[src/rtl/pad_filter_pkg.sv]
// pad_filter_pkg: FSM encoding and counter-width helpers shared by the pad_filter slice
package pad_filter_pkg;
  typedef enum logic {IDLE, ACTIVE} state_t;
  localparam int DEF_OUT_ROWS = 40;
  localparam int DEF_OUT_COLS = 40;
  function automatic int cnt_w(input int n);
    return $clog2(n + 1);
  endfunction
endpackage

[src/rtl/pixel_out_reg.sv]
// pixel_out_reg: output pixel/flag register that holds its contents until downstream takes them
module pixel_out_reg #(
  parameter int W = 12
) (
  input  logic         clk,
  input  logic         reset,
  input  logic         load,
  input  logic [W-1:0] data,
  input  logic         sof,
  input  logic         eol,
  input  logic         eof,
  input  logic         out_ready,
  output logic         out_valid,
  output logic [W-1:0] pixel_out,
  output logic         out_sof,
  output logic         out_eol,
  output logic         out_eof
);
  always_ff @(posedge clk or negedge reset)
    if (!reset) begin
      out_valid <= 1'b0;
      pixel_out <= '0;
      out_sof   <= 1'b0;
      out_eol   <= 1'b0;
      out_eof   <= 1'b0;
    end else if (load) begin
      out_valid <= 1'b1;
      pixel_out <= data;
      out_sof   <= sof;
      out_eol   <= eol;
      out_eof   <= eof;
    end else if (out_ready) begin
      out_valid <= 1'b0;
    end
endmodule

[src/rtl/pad_filter.sv]
// pad_filter: re-embeds a cropped window stream into a full frame, padding outside the window
module pad_filter
  import pad_filter_pkg::*;
#(
  parameter int PIXEL_BIT_WIDTH = 12,
  parameter int IN_ROWS = 20,
  parameter int IN_COLS = 20,
  parameter int OUT_ROWS = DEF_OUT_ROWS,
  parameter int OUT_COLS = DEF_OUT_COLS,
  parameter int Y_1 = 10,
  parameter int X_1 = 10,
  parameter logic [PIXEL_BIT_WIDTH-1:0] PAD_VALUE = '0
) (
  input  logic                       clk,
  input  logic                       reset,
  input  logic [PIXEL_BIT_WIDTH-1:0] pixel_in,
  input  logic                       in_valid,
  output logic                       in_ready,
  output logic [PIXEL_BIT_WIDTH-1:0] pixel_out,
  output logic                       out_valid,
  input  logic                       out_ready,
  output logic                       out_sof,
  output logic                       out_eol,
  output logic                       out_eof
);
  localparam int XW = cnt_w(OUT_COLS);
  localparam int YW = cnt_w(OUT_ROWS);
  localparam logic [XW-1:0] X_LAST = XW'(OUT_COLS - 1);
  localparam logic [YW-1:0] Y_LAST = YW'(OUT_ROWS - 1);
  localparam logic [XW-1:0] X_LO = XW'(X_1);
  localparam logic [XW-1:0] X_HI = XW'(X_1 + IN_COLS);
  localparam logic [YW-1:0] Y_LO = YW'(Y_1);
  localparam logic [YW-1:0] Y_HI = YW'(Y_1 + IN_ROWS);
  if (Y_1 + IN_ROWS > OUT_ROWS || X_1 + IN_COLS > OUT_COLS) begin : g_bad_geometry
    $error("pad_filter: window does not fit inside the output frame");
  end
  state_t state;
  logic [XW-1:0] x;
  logic [YW-1:0] y;
  logic in_win, free, load, last_x, last_y;
  always_comb begin
    in_win   = (x >= X_LO) && (x < X_HI) && (y >= Y_LO) && (y < Y_HI);
    free     = !out_valid || out_ready;
    last_x   = x == X_LAST;
    last_y   = y == Y_LAST;
    in_ready = (state == ACTIVE) && free && in_win;
    load     = (state == ACTIVE) && free && (!in_win || in_valid);
  end
  // counters track the position of the next pixel to load, not the one on the output
  always_ff @(posedge clk or negedge reset)
    if (!reset) begin
      state <= IDLE;
      x     <= '0;
      y     <= '0;
    end else begin
      state <= (state == IDLE) ? (in_valid ? ACTIVE : IDLE) : (load && last_x && last_y ? IDLE : ACTIVE);
      if (load) begin
        x <= last_x ? '0 : x + XW'(1);
        y <= last_x ? (last_y ? '0 : y + YW'(1)) : y;
      end
    end
  pixel_out_reg #(.W(PIXEL_BIT_WIDTH)) u_out (
    .clk(clk),
    .reset(reset),
    .load(load),
    .data(in_win ? pixel_in : PAD_VALUE),
    .sof(x == '0 && y == '0),
    .eol(last_x),
    .eof(last_x && last_y),
    .out_ready(out_ready),
    .out_valid(out_valid),
    .pixel_out(pixel_out),
    .out_sof(out_sof),
    .out_eol(out_eol),
    .out_eof(out_eof)
  );
endmodule

[config.mk]
export PLATFORM = sky130hd
export DESIGN_NAME = pad_filter
export DESIGN_NICKNAME = d
export VERILOG_FILES = /design/src/rtl/pad_filter_pkg.sv /design/src/rtl/pixel_out_reg.sv /design/src/rtl/pad_filter.sv
export SDC_FILE = /design/constraint.sdc
export NUM_CORES = 1
export LEC_CHECK = 0
export BUFFER_PORTS_ARGS = -buffer_cell sky130_fd_sc_hd__buf_2
export CAP_MARGIN = 20
export CORE_AREA = 5 5 78 51
export DETAILED_ROUTE_END_ITERATION = 6
export DIE_AREA = 0 0 83 56
export MAX_ROUTING_LAYER = met4
export PLACE_DENSITY = 0.75
export SETUP_SLACK_MARGIN = 0.3
export SLEW_MARGIN = 10
export SYNTH_ARGS = -nofsm -noshare
export SYNTH_HDL_FRONTEND = slang
export SYNTH_SLANG_ARGS = --single-unit
[constraint.sdc]
create_clock -name clk -period 2.1 [get_ports clk]
set_input_delay 0.105 -clock clk [delete_from_list [all_inputs] [get_ports clk]]
set_output_delay 0.105 -clock clk [all_outputs]
set_load 0.02 [all_outputs]
-- Word-level counts from Yosys, hierarchy flattened
Cells that the tools add are included.
- flip-flop bits (word level): 29
- input port bits: 16
- output and inout port bits: 17
- word-level logic and storage cells: 42
- $add $sub $neg: 2
- magnitude comparators: 4
- eq/ne operators: 2
- muxes and demuxes: 8
- reduce and logical (&&, ||, !) cells: 18
- operators with widths (cell ; count):
    $add 6x1->6 const B ; 2
    $eq 6x6->1 const B ; 2
    $ge 6x4->1 const B ; 2
    $logic_not 6->1 ; 2
    $lt 6x5->1 const B ; 2
    $mux 12 ; 1
    $mux 6 ; 2
    $logic_and 1x1->1 ; 10
    $mux 1 ; 5
    $logic_not 1->1 ; 2
    $logic_or 1x1->1 ; 2
    $reduce_and 2->1 ; 1
    $reduce_bool 2->1 ; 1

-- Logic depth before layout (Yosys ltp)
- depth in word-level cells: 11
- mapped depth: 7
- gate-level depth less buffers: 6

-- Cells and area by module
A second synthesis with hierarchy kept.
- cells, all modules: 147
- area total of the unflattened synthesis: 1627.8 um2
- modules (own cells, without submodules) (module ; instances ; cells each ; area each (um2) ; seq. area each (um2)):
    pad_filter ; 1 ; 112 ; 980.9 ; 325.3
    pixel_out_reg ; 1 ; 35 ; 646.9 ; 400.4

-- Least setup slack after synthesis
No wires, ideal clock.
- kind: flip-flop to flip-flop
- start point: register y[0]
- end point: register u_out.pixel_out[0]
- library setup time: 0.121 ns
- arrival: 1.671 ns
- data required time: 1.979 ns
- slack: 0.308 ns
- cell stages (with the launch flop): 8
- buffers on the path: 1
- clock period less this slack: 1.792 ns
- cell sequence: dfrtp_1 -> inv_1 -> ha_1 -> o31a_1 -> o2111a_2 -> and4_4 -> buf_6 -> a22o_1
- cells in the longest elaborated chain, start to end: 6
- elaborated cells on any way between the ends: 8
- those cells by class: order compare (2); mux (1); reduce/logical (5)
- ends and longest elaborated chain (what ; line ; text):
    start, declared ; pad_filter.sv:39 ; logic [YW-1:0] y;
    start signal, assigned ; pad_filter.sv:59 ; y <= last_x ? (last_y ? '0 : y + YW'(1)) : y;
    $ge 6x4->1 ; pad_filter.sv:42 ; in_win = (x >= X_LO) && (x < X_HI) && (y >= Y_LO) && (y < Y_HI);
    $logic_and 1x1->1 ; pad_filter.sv:42 ;
    $logic_and 1x1->1 * ; pad_filter.sv:42 ;
    $logic_not 1->1 ; pad_filter.sv:47 ; load = (state == ACTIVE) && free && (!in_win || in_valid);
    $logic_or 1x1->1 ; pad_filter.sv:47 ;
    $logic_and 1x1->1 ; pad_filter.sv:47 ;
    end signal, assigned ; pixel_out_reg.sv:28 ; pixel_out <= data;
    end, declared ; pixel_out_reg.sv:14 ; output logic [W-1:0] pixel_out,
Mark *: on every way between the ends. The rest lies on a longest branch, timed or not.
A chain may end at the register's enable or synchronous reset.

-- Final worst setup path
- start point: register y[1]
- end point: output in_ready
- cells in the longest elaborated chain, start to end: 4
- elaborated cells on any way between the ends: 5
- those cells by class: order compare (2); reduce/logical (3)
- ends and longest elaborated chain (what ; line ; text):
    $ge 6x4->1 ; pad_filter.sv:42 ;
    $logic_and 1x1->1 ; pad_filter.sv:42 ;
    $logic_and 1x1->1 * ; pad_filter.sv:42 ;
    $logic_and 1x1->1 * ; pad_filter.sv:46 ; in_ready = (state == ACTIVE) && free && in_win;
    end, declared ; pad_filter.sv:18 ; output logic in_ready,
Marks and branches as above.

==> flow_metrics.py <==
metrics = {
    "routing": {
        "final_antenna_net_count": 0,
        "wire_per_inst_um": 18.01,
        "drc": 0,
        "vias": 1277,
        "totalWireLength_um": 3981,
        "routed_via_density": 5.778,
        "firstDrtPassIters": 4,
        "drtIter0Drc": 177,
    },
    "synthesis": {
        "synth_ff_type": "dfrtp_1",
        "synth_largest_area_cell": "dfrtp_1",
        "async_flop_share_pct": 100.0,
        "muxShareOfSynthArea_pct": 2.239,
        "synthTopCellsByArea": "dfrtp_1 (50%), a22o_1 (6.0%), ha_1 (5.2%)",
        "seq_area_frac_synth_pct": 49.96,
        "syn_nets": 149,
        "synth_top_area_share_pct": 49.96,
        "synth_compound_area_share_pct": 17.14,
        "synth-simple-area-share_pct": 19.21,
        "synth_top_family_by_area": "simple AND/OR/NAND/NOR gates",
        "netlist_area_um2": 1453,
        "synth.distinct_cells": 42,
        "yosys_register_bits": 29,
        "synth_xor_area_share_pct": 2.412,
        "synth-edff-count": 0,
        "synth_cells": 127,
        "synth_fa_ha_area_share_pct": 5.168,
        "yosysWarnings": 0,
        "avgSynthCellArea_um2": 11.44,
    },
    "sta": {
        "fin_crit_ns": 1.867,
        "rsz0062_at_grt": "yes",
        "setup_viol": 0,
        "tns_ns": 0,
        "worst_clock_skew_ns": 0.01097,
        "layout_setup_ws_ns": 0.2329,
        "slew_violations": 0,
        "fin_crit_sh_pct": 88.91,
        "worst_pin_slew_ns": 0.6329,
        "slew_headroom_pct": 57.81,
        "hold_viol": 0,
        "fmax_mhz": 535.6,
        "whs_ns": 0.03964,
    },
    "critical_path": {
        "critical_path_class": "flip-flop to output pin",
        "cp-end-kind": "output pin",
        "cp_max_fo": 4,
        "arrival_ns": 1.76,
        "cp.required_ns": 2.00,
        "start_kind": "flip-flop",
    },
    "final_layout": {
        "syn_to_final_growth_pct": 32.64,
        "largest_register_ff_count": 12,
        "antenna_cells": 0,
        "regArea_um2": 728.2,
        "multi_input_area_um2": 708.2,
        "instances_no_fill": 221,
        "final_nets": 197,
        "layout_common_cells": "buf_2 (31), dfrtp_1 (27), buf_4 (11)",
        "fillers": 251,
        "drive_gt1_share_pct": 44.89,
        "mostFrequentLayoutCell": "buf_2",
    },
    "cts": {
        "cts_tree": "yes",
        "cts_max_level": 2,
        "clock_sinks": 29,
        "clock_path_buffers": 2,
        "numCtsBuffers": 5,
        "clkTransAtPathRegs_ns": 0.07,
        "cts_root_buffer": "clkbuf_8",
        "clk-insertion-delay-late_ns": 0.29,
    },
    "placement": {
        "place_congestion": 0.8148,
        "dpl_worst_slack_ns": 0.1731,
        "placed_cells": 200,
        "post-dp-hpwl_um": 2478,
        "portBuffers": 32,
    },
    "grt": {
        "grt-ovfl-total": 0,
        "grt_max_degree": 30,
        "antenna_found_initial": 0,
        "grt_usage_pct": 16.29,
        "grt_pass1_vias": 1201,
        "grt_first_pass_wirelength_um": 5885,
    },
    "floorplanning": {
        "fp.dieW_um": 83,
        "die-area_um2": 4648,
        "ioPinCount": 33,
        "rows": 16,
        "fp.dieH_um": 56,
        "initial_core_util_pct": 45.93,
        "core_area_um2": 3163,
    },
    "pwr": {
        "p_leak_nw": 0.9454,
        "p_per_area_nw_per_um2": 1014,
        "ir_drop_uv": 640.0,
    },
    "outcome": {
        "status": "finished clean",
    },
    "run": {
        "max-cap-violations": 0,
    },
    "min_path": {
        "min_path_type": "primary input to flip-flop",
    },
}
[cell usage after synthesis (3+ instances only)]
| master | n |
|---|---|
| nand4_1 | 4 |
| nor2_1 | 9 |
| o21ai_0 | 6 |
| nand3_1 | 6 |
| a21oi_1 | 3 |
| dfrtp_1 | 29 |
| nand2b_1 | 3 |
| inv_1 | 5 |
| ha_1 | 6 |
| a22o_1 | 10 |
| nand2_1 | 5 |
[power by group]
| group | leakage, nW | total (mW) | internal, mW | switching [mW] |
|---|---|---|---|---|
| clock network | 0.0681 | 0.692 | 0.471 | 0.221 |
| logic | 0.511 | 0.484 | 0.233 | 0.251 |
| registers | 0.367 | 0.777 | 0.636 | 0.141 |
| total | 0.945 | 1.95 | 1.34 | 0.613 |
[layout make-up]
cell class / count / share of cell area (%)
repair buffers: 46 / 14.61
inverters: 5 / 0.9740
clock inverters: 3 / 3.377
flip-flops and latches: 29 / 37.79
well taps: 45 / 2.922
multi-input cells: 88 / 36.75
clock buffers: 5 / 3.571
[critical path, stage by stage (launching register included)]
cell      delay (ns)
dfrtp_2         0.44
ha_4            0.17
o31a_1          0.27
o2111a_2        0.30
and3_4          0.19
buf_6           0.12
[repair_timing]
item | 4_1_cts | 5_1_grt
pin swaps | 2 | 6
endpoints found under the hold margin | 29 | 0
setup endpoints to repair | 15 | 18
hold buffers | 1 | 0
gates cloned | 0 | 1
gates resized for setup | 7 | 11
setup buffers | 6 | 5
[metal layers]
metal	vias up	GRT usage, %	wire length [µm]
li1	564	-	-
met3	24	3.698	305
met1	598	21.12	1666
met4	0	6.993	151
met2	91	24.54	1857
met5	-	-	0
[final timing paths]
kind / startpoint / end / slack [ns] / cells past startpoint
min in group asynchronous: reset / u_out.pixel_out[3] / 0.38 / 2
worst max-delay path: y[1] / in_ready / 0.23 / 5
max in group asynchronous: reset / x[1] / 1.27 / 2
worst min register to register: u_out.out_eol / u_out.out_eol / 0.48 / 1
worst min-delay path: pixel_in[9] / u_out.pixel_out[9] / 0.04 / 2
worst max register to register: y[1] / x[0] / 0.23 / 5
[logic make-up after synthesis]
group           Yosys count
mux                       3
compound gates           31
fa+ha+maj                 6
flops                    29
xor+xnor                  4
simple gates             44
buf+inv                  10
[through the flow]
stage	utilization (%)	instance area, µm²	power [mW]
3_5_place_dp	51.82	1639	1.129
3_3_place_gp	51.82	1639	1.098
2_1_floorplan	-	1453	1.022
6_report	60.92	1927	1.953
5_1_grt	60.92	1927	2.038
4_1_cts	58.35	1846	1.871
No activity file was read; power rests on OpenSTA's default activity.
